--- config.mk ---
export PLATFORM = sky130hd
export DESIGN_NAME = gain_ramp_sequencer
export DESIGN_NICKNAME = d
export VERILOG_FILES = /design/src/rtl/gain_ramp_sequencer.sv
export SDC_FILE = /design/constraint.sdc
export NUM_CORES = 1
export LEC_CHECK = 0
export CAP_MARGIN = 0
export CORE_ASPECT_RATIO = 0.9
export CORE_UTILIZATION = 55
export DETAILED_ROUTE_END_ITERATION = 12
export PLACE_DENSITY = 0.76
export SLEW_MARGIN = 20
export SYNTH_ARGS = -nofsm -noshare
export SYNTH_HDL_FRONTEND = slang
export SYNTH_SLANG_ARGS = --single-unit
--- constraint.sdc ---
create_clock -name clk -period 7.2 [get_ports clk]
set_clock_uncertainty 0.15 [all_clocks]
set_input_delay 1.44 -clock clk [delete_from_list [all_inputs] [get_ports clk]]
set_output_delay 1.44 -clock clk [all_outputs]
set_load 0.01 [all_outputs]
--- src/rtl/gain_ramp_sequencer.sv ---
// gain_ramp_sequencer: sample strobe divider plus rate-limited, mutable gain for the effects pipeline
// Ports:
//   clk            system clock
//   rst            asynchronous reset, active-low
//   i_target_gain  requested gain (unsigned, latched by i_target_load)
//   i_target_load  single-cycle load strobe for i_target_gain
//   i_mute         level; forces the effective target to 0 while high
//   o_valid        one-cycle sample strobe, every clk_div cycles
//   o_gain         applied gain, moves at most ramp_step per sample
//   o_busy         high while o_gain is still moving toward the effective target
//   o_state        0 idle, 1 ramping up, 2 ramping down
module gain_ramp_sequencer #(
    parameter int gain_width = 11,
    parameter int clk_div    = 1024,
    parameter int ramp_step  = 1
) (
    input  logic                  clk,
    input  logic                  rst,
    input  logic [gain_width-1:0] i_target_gain,
    input  logic                  i_target_load,
    input  logic                  i_mute,
    output logic                  o_valid,
    output logic [gain_width-1:0] o_gain,
    output logic                  o_busy,
    output logic [1:0]            o_state
);
    localparam int              CW     = $clog2(clk_div);
    localparam logic [1:0]      S_IDLE = 2'd0;
    localparam logic [1:0]      S_UP   = 2'd1;
    localparam logic [1:0]      S_DOWN = 2'd2;
    localparam logic [CW-1:0]   LAST   = CW'(clk_div - 1);
    localparam logic [gain_width:0] STEP = (gain_width + 1)'(ramp_step);

    logic [CW-1:0]         r_count;
    logic [gain_width-1:0] r_target;

    logic [CW-1:0]         w_count_nxt;
    logic [gain_width-1:0] w_target_nxt;
    logic [gain_width:0]   w_eff;
    logic [gain_width:0]   w_cur;
    logic [gain_width:0]   w_diff;
    logic                  w_up;
    logic [gain_width-1:0] w_gain_nxt;
    logic [gain_width:0]   w_eff_nxt;
    logic [1:0]            w_state_nxt;

    // Arithmetic is one bit wider than the gain so differences never wrap.
    // o_valid marks the tick cycle, so the gain moves only on the edge ending it;
    // the state looks at next-cycle target and gain so it settles with o_gain.
    always_comb begin
        w_count_nxt  = (r_count == LAST) ? '0 : r_count + 1'b1;
        w_target_nxt = i_target_load ? i_target_gain : r_target;
        w_eff        = i_mute ? '0 : {1'b0, r_target};
        w_cur        = {1'b0, o_gain};
        w_up         = w_eff > w_cur;
        w_diff       = w_up ? w_eff - w_cur : w_cur - w_eff;
        w_gain_nxt   = !o_valid ? o_gain :
                       gain_width'((w_diff <= STEP) ? w_eff : w_up ? w_cur + STEP : w_cur - STEP);
        w_eff_nxt    = i_mute ? '0 : {1'b0, w_target_nxt};
        w_state_nxt  = (w_eff_nxt > {1'b0, w_gain_nxt}) ? S_UP :
                       (w_eff_nxt < {1'b0, w_gain_nxt}) ? S_DOWN : S_IDLE;
    end

    always_ff @(posedge clk or negedge rst) begin
        if (!rst) begin
            r_count  <= '0;
            r_target <= '0;
            o_valid  <= 1'b0;
            o_gain   <= '0;
            o_state  <= S_IDLE;
            o_busy   <= 1'b0;
        end else begin
            r_count  <= w_count_nxt;
            r_target <= w_target_nxt;
            o_valid  <= (w_count_nxt == LAST);
            o_gain   <= w_gain_nxt;
            o_state  <= w_state_nxt;
            o_busy   <= (w_state_nxt != S_IDLE);
        end
    end
endmodule

==> reports/qor.tcl, run 1 <==
set qor(globalRouteTotalUtil) 0.267
set qor(main_combinational_cell_family_by_area_after_synthesis) {compound AO/OA/AOI/OAI gates}
set qor(first_pass_grt_wire_length_um) 14300
set qor(clock_tree.buffer_depth) 2
set qor(tritoncts_num_sinks) 36
set qor(clkTransAtPathRegs_ns) 0.08
set qor(cellPowerDensity_nw_per_um2) 116
set qor(antenna-diode-count) 0
set qor(clock_network_latency_to_the_later_pin_of_the_worst_skew_pair_ns) 0.29
set qor(ys_dominant_reg_cell) {dfrtp_1}
set qor(cp.required_ns) 7.22
set qor(synth_warnings) 0
set qor(cap_viol_max_count) 0
set qor(syn_inst) 412
set qor(num_io_pins) 30
set qor(cp_max_fo) 7
set qor(hold_start) {r_count[9]}
set qor(dpl.hpwl_um) 7040
set qor(antenna_violations_before_repair) 0
set qor(clk_root_buffer_cell) {clkbuf_8}
set qor(yosys-top-cells-area) {dfrtp_1, ha_1, mux2_2, nor2_1, inv_1}
set qor(synth.top_cell.area_share) 0.247
set qor(grt_pass1_vias) 3051
set qor(fin_area_um2) 4140
set qor(finalHoldViolations) 0
set qor(synth-adder-area-share) 0.167
set qor(wire_per_inst_um) 16.0
set qor(achievable-frequency_mhz) 150
set qor(1st_pass_router_iterations) 4
set qor(netlist-cell-type-count) 65
set qor(finalWorstPathRequiredPeriod_ns) 6.66
set qor(synth.yosys.seq_area_share) 0.247
set qor(grt_max_degree) 37
set qor(vias) 3094
set qor(synth_compound_area_frac) 0.202
set qor(timing_worst_setup_path_type) {in2reg}
set qor(drt-vias-per-instance) 5.78
set qor(final_max_slew_viol_count) 0
set qor(h-tree-depth) 2
set qor(drt.antenna.violating_nets) 0
set qor(placement.setup.worst_slack_ns) -0.180
set qor(cp_startpoint_kind) {input pin}
set qor(layout-drive-gt1-share) 0.129
set qor(rel_slew_slack) 0.473
set qor(die_area_um2) 6970
set qor(grt_setup_unrepaired) {false}
set qor(crit-reg2reg-launch) {r_target[0]}
set qor(pnr_total_power_uw) 478
set qor(holdCritPathClass) {reg2reg}
set qor(floorplan.core_area_um2) 6250
set qor(syn_nets) 474
set qor(layout.nets) 509
set qor(timing.critical_path.arrival_ns) 6.68
set qor(postPlaceCellArea_um2) 4040
set qor(layout_setup_ws_ns) 0.543
set qor(synth-async-reset-ratio) 1.00
set qor(synthDominantAreaCellType) {dfrtp_1}
set qor(area_delta_synth_final_pct) 13.2
set qor(finalWeightedCongestion) 0.894
set qor(power.leakage_nw) 1.91
set qor(synthMuxAreaShare) 0.0733
set qor(standard_cell_rows) 27
set qor(end_kind) {flip-flop}
set qor(drtIter0Drc) 165
set qor(synth-edff-count) 0
set qor(critical_path_source) {i_mute}
set qor(stdcell_count) 535
set qor(port_buffers) 29
set qor(final-setup-viol-count) 0
set qor(synth_xor_xnor_area_share) 0.0575
set qor(cts_tree) {built}
set qor(total_length_of_routed_wires_um) 8560
set qor(syn_area_um2) 3650
set qor(run_status) {finished, final reports clean}
set qor(final_min_period_over_clock_period) 0.925
set qor(die_width_um) 87.9
set qor(holdWs_ns) 0.358
set qor(grt.overflow.total) 0
set qor(dp.cells) 527
set qor(drcViolationCount) 0
set qor(post_synth_and_or_nand_nor_area_fraction) 0.184
set qor(synth-seq-cells) 36
set qor(avgSynthCellArea_um2) 8.87
set qor(floorplan.die.height_um) 79.3
set qor(peakVddDrop_uv) 94.1
set qor(tightestPinTransition_ns) 0.791
set qor(cts_buffers) 5
set qor(start_util) 0.585
-- state kept, by name, summed over array words and instances, names as in the netlist --
signal / flops
o_gain: 11
r_target: 11
r_count: 10
o_state: 2
o_busy: 1
o_valid: 1
-- cell usage after synthesis, types with 10 or more instances --
| library cell | n |
|---|---|
| nor2b_1 | 14 |
| mux2_2 | 14 |
| o21a_1 | 10 |
| ha_1 | 44 |
| dfrtp_1 | 36 |
| nand2b_1 | 11 |
| xnor2_1 | 15 |
| a21o_1 | 12 |
| o21ai_0 | 15 |
| inv_1 | 36 |
| a21oi_1 | 23 |
| nor2_1 | 38 |
| nand2_1 | 13 |
| mux2i_1 | 11 |
-- cell type report --
class	count	area, µm²
Timing Repair Buffer	44	400
Clock inverter	1	7.51
Clock buffer	7	86.3
Sequential cell	36	901
Tap cell	87	109
Fill cell	515	2110
Multi-Input combinational cell	324	2500
Inverter	36	135
-- layout by cell type, fill, tap and decap left out, types with 5 or more instances in the layout --
cell and count:
a211oi_1 5, a21o_1 12, a21oi_1 23, buf_4 15, clkbuf_8 6, clkdlybuf4s50_1 27, dfrtp_1 36, ha_1 44
inv_1 36, mux2_2 14, mux2i_1 11, nand2_1 13, nand2b_1 11, nand3_1 9, nand4_1 6, nor2_1 38
nor2b_1 14, nor3_1 9, o21a_1 10, o21ai_0 15, xnor2_1 15, xor2_1 9
-- cell families after synthesis --
logic type      after synthesis
mux                          25
fa+ha+maj                    47
xor+xnor                     24
simple gates                125
buf+inv                      52
flops                        36
compound gates              103
-- through the flow --
step | setup TNS, ns | utilization
2_1_floorplan | 0 | -
3_3_place_gp | 0 | 0.646
3_5_place_dp | -0.254 | 0.646
4_1_cts | 0 | 0.661
5_1_grt | 0 | 0.662
6_report | 0 | 0.662
-- critical path, cell delays in order --
cell            delay (ns)
dlymetal6s2s_1        0.22
nand2b_1              0.21
ha_1                  0.21
inv_1                 0.06
fa_1                  0.44
a211oi_4              0.29
nor3_2                0.09
nor4b_1               0.30
and2b_2               0.26
inv_1                 0.12
ha_1                  0.24
a21o_1                0.17
a21oi_1               0.20
o21ai_0               0.14
or4_1                 0.44
a31o_2                0.26
a21oi_1               0.17
xor2_1                0.08
mux2i_1               0.16
mux2i_1               0.10
ha_1                  0.22
a2111o_1              0.40
o32ai_1               0.14
a21oi_1               0.10
o21ai_0               0.12
nor2_1                0.08
-- where the power goes --
group          internal, mW  switching, mW  leakage [nW]
Clock                0.0778         0.0725        0.0445
Sequential            0.208        0.00358         0.406
Combinational        0.0524         0.0635          1.46
Total                 0.339          0.140          1.91
-- path summary, 6_finish.rpt --
path	depth (start not counted)	slack, ns	endpoint
setup / recovery	26	0.54	o_state[0]
hold / removal	1	0.36	r_count[9]
setup reg to reg	25	1.61	o_state[0]
hold reg to reg	1	0.36	r_count[9]
max in group asynchronous	1	5.31	r_count[1]
min in group asynchronous	1	1.08	r_target[1]
-- metal layers --
metal  GRT usage  vias up  routed length (µm)  share of wire
li1            -     1534                   -              -
met1       0.355     1475                3960           0.46
met2       0.454       74                4110           0.48
met3      0.0385       11                 404          0.047
met4      0.0623        0                  89          0.010
met5           0        -                   0              0
-- repair_timing --
action | CTS | global route
hold buffers | 0 | 0
setup endpoints to repair | 0 | 3
setup buffers | 0 | 0
resized for setup | 0 | 1
Power figures use the tool's default switching activity.
==> run 2: changes to the inputs <==
Settings changed: CORE_UTILIZATION 55 to 35, PLACE_DENSITY 0.76 to unset, SETUP_SLACK_MARGIN set to 0.2.
==> reports/qor.tcl, run 2 (synthesized netlist as in run 1, its figures left out) <==
set qor(holdCritPathClass) {reg2reg}
set qor(die_area_um2) 10900 ;# +56%
set qor(rel_slew_slack) 0.469 ;# -0.00330
set qor(finalWeightedCongestion) 0.916 ;# +2.4%
set qor(power.combinational.fraction) 0.217 ;# -0.025
set qor(holdWs_ns) 0.355 ;# -0.00292 ns
set qor(total_length_of_routed_wires_um) 8860 ;# +3.5%
set qor(die_width_um) 110 ;# +25%
set qor(grt_setup_unrepaired) {false}
set qor(final_max_slew_viol_count) 0 ;# unchanged
set qor(cp.required_ns) 7.20 ;# -0.02 ns
set qor(clock_tree.buffer_depth) 2 ;# unchanged
set qor(cp_max_fo) 6 ;# -1
set qor(tritoncts_num_sinks) 36 ;# unchanged
set qor(finalHoldViolations) 0 ;# unchanged
set qor(grt_pass1_vias) 3037 ;# -0.46%
set qor(critPathMaxStageDelay_ns) 0.45 ;# about the same
set qor(clkTransAtPathRegs_ns) 0.05 ;# -0.03 ns
set qor(antenna-diode-count) 0 ;# unchanged
set qor(area_delta_synth_final_pct) 16.7
set qor(switching_share) 0.271 ;# -0.0211
set qor(layout.nets) 510 ;# +0.20%
set qor(final_common_cell) {ha_1}
set qor(achievable-frequency_mhz) 155 ;# +3.2%
set qor(layout-drive-gt1-share) 0.140 ;# +0.0108
set qor(fin_area_um2) 4260 ;# +3.1%
set qor(postPlaceCellArea_um2) 4100 ;# +1.5%
set qor(worst-path-buf-inv) 3 ;# unchanged
set qor(grt_max_degree) 37 ;# unchanged
set qor(nFillCells) 1027 ;# +99%
set qor(dpl.hpwl_um) 7200 ;# +2.3%
set qor(timing.critical_path.arrival_ns) 6.45 ;# -0.23 ns
set qor(cts_tree) {built}
set qor(pnr_total_power_uw) 546 ;# +14%
set qor(wire_per_inst_um) 15.3 ;# -4.2%
set qor(internal_power_uw) 398 ;# +18%
set qor(globalRouteTotalUtil) 0.172 ;# -0.0945
set qor(clockPowerShare) 0.394 ;# +0.080
set qor(floorplan.die.height_um) 98.9 ;# +25%
set qor(power.leakage_nw) 1.95 ;# +2.1%
set qor(clock_network_latency_to_the_later_pin_of_the_worst_skew_pair_ns) 0.28 ;# about the same
set qor(net_switching_power_figure_uw) 148 ;# +6.0%
set qor(antenna_violations_before_repair) 0 ;# unchanged
set qor(timing_worst_setup_path_type) {in2reg}
set qor(drt-vias-per-instance) 5.34 ;# -7.7%
set qor(end_kind) {flip-flop}
set qor(drcViolationCount) 0 ;# unchanged
set qor(start_util) 0.358 ;# -0.227
set qor(multiInputGateArea_um2) 2510 ;# +0.55%
set qor(cellPowerDensity_nw_per_um2) 128 ;# +11%
set qor(standard_cell_rows) 35 ;# +30%
set qor(vias) 3085 ;# -0.29%
set qor(final_min_period_over_clock_period) 0.896 ;# -0.0284
set qor(final-setup-viol-count) 0 ;# unchanged
set qor(drt.antenna.violating_nets) 0 ;# unchanged
set qor(layout_top_registers) {o_gain x11, r_target x11, r_count x10}
set qor(share_seq_of_total_power) 0.389 ;# -0.054
set qor(cts_buffers) 5 ;# unchanged
set qor(fin_setup_tns_ns) 0 ;# unchanged
set qor(slowest_stage) {or4_1}
set qor(port_buffers) 29 ;# unchanged
set qor(layout.cells.most_common_list) {ha_1, nor2_1, inv_1, dfrtp_1, clkdlybuf4s50_1}
set qor(cp_startpoint_kind) {input pin}
set qor(clk_root_buffer_cell) {clkbuf_16}
set qor(cts_post_setup_buffers_inserted) 0 ;# unchanged
set qor(drtIter0Drc) 155 ;# -6.1%
set qor(h-tree-depth) 2 ;# unchanged
set qor(critical-path-top-delay-family) {compound AO/OA/AOI/OAI gates}
set qor(peakVddDrop_uv) 110 ;# +17%
set qor(grt.overflow.total) 0 ;# unchanged
set qor(num_io_pins) 30 ;# unchanged
set qor(regArea_um2) 901 ;# unchanged
set qor(tightestPinTransition_ns) 0.796 ;# +0.00495 ns
set qor(finalWorstPathRequiredPeriod_ns) 6.45 ;# -0.204 ns
set qor(first_pass_grt_wire_length_um) 14700 ;# +2.6%
set qor(cap_viol_max_count) 0 ;# unchanged
set qor(1st_pass_router_iterations) 4 ;# unchanged
set qor(floorplan.core_area_um2) 10200 ;# +63%
set qor(run_status) {finished, final reports clean}
## run 2: layout make-up
class / count / share of cell area
repair buffers: 45 / 0.0957
inverters: 36 / 0.0317
multi-input cells: 324 / 0.589
clock buffers: 6 / 0.0326
well taps: 129 / 0.0379
clock inverters: 2 / 0.00235
flip-flops and latches: 36 / 0.211
## run 2: final timing paths
check,from,cells after the start,endpoint,slack (ns)
setup / recovery,i_mute,26,o_state[0],0.75
hold / removal,r_count[6],1,r_count[6],0.36
setup reg to reg,o_gain[0],24,o_state[0],1.75
hold reg to reg,r_count[6],1,r_count[6],0.36
max in group asynchronous,rst,1,o_gain[9],5.29
min in group asynchronous,rst,1,r_count[4],1.10
## run 2: stage by stage
step,std cells,util,setup slack (ns)
after floorplan,412,-,0.696
after global placement,570,0.402,0.142
after detailed placement,570,0.402,-0.0202
after CTS,578,0.416,0.289
after global routing,578,0.418,0.425
final,578,0.418,0.747
## run 2: power by group through the flow
| stage | clock network, mW | registers [mW] | logic, mW |
|---|---|---|---|
| floorplan | 0 | 0.215 | 0.0820 |
| global placement | 0 | 0.215 | 0.114 |
| detailed placement | 0 | 0.216 | 0.116 |
| CTS | 0.221 | 0.212 | 0.117 |
| global route | 0.227 | 0.213 | 0.130 |
| finish | 0.215 | 0.212 | 0.118 |
## run 2: routing by layer
layer,track usage,wire (µm),up-vias
met1,0.242,4350,1471
met5,0,0,-
li1,-,-,1537
met3,0.0185,330,12
met2,0.277,4030,65
met4,0.0492,149,0
## run 2: what timing repair did
item / 4_1_cts / 5_1_grt
resized for setup: 0 / 4
hold buffers: 0 / 0
setup endpoints to repair: 0 / 3
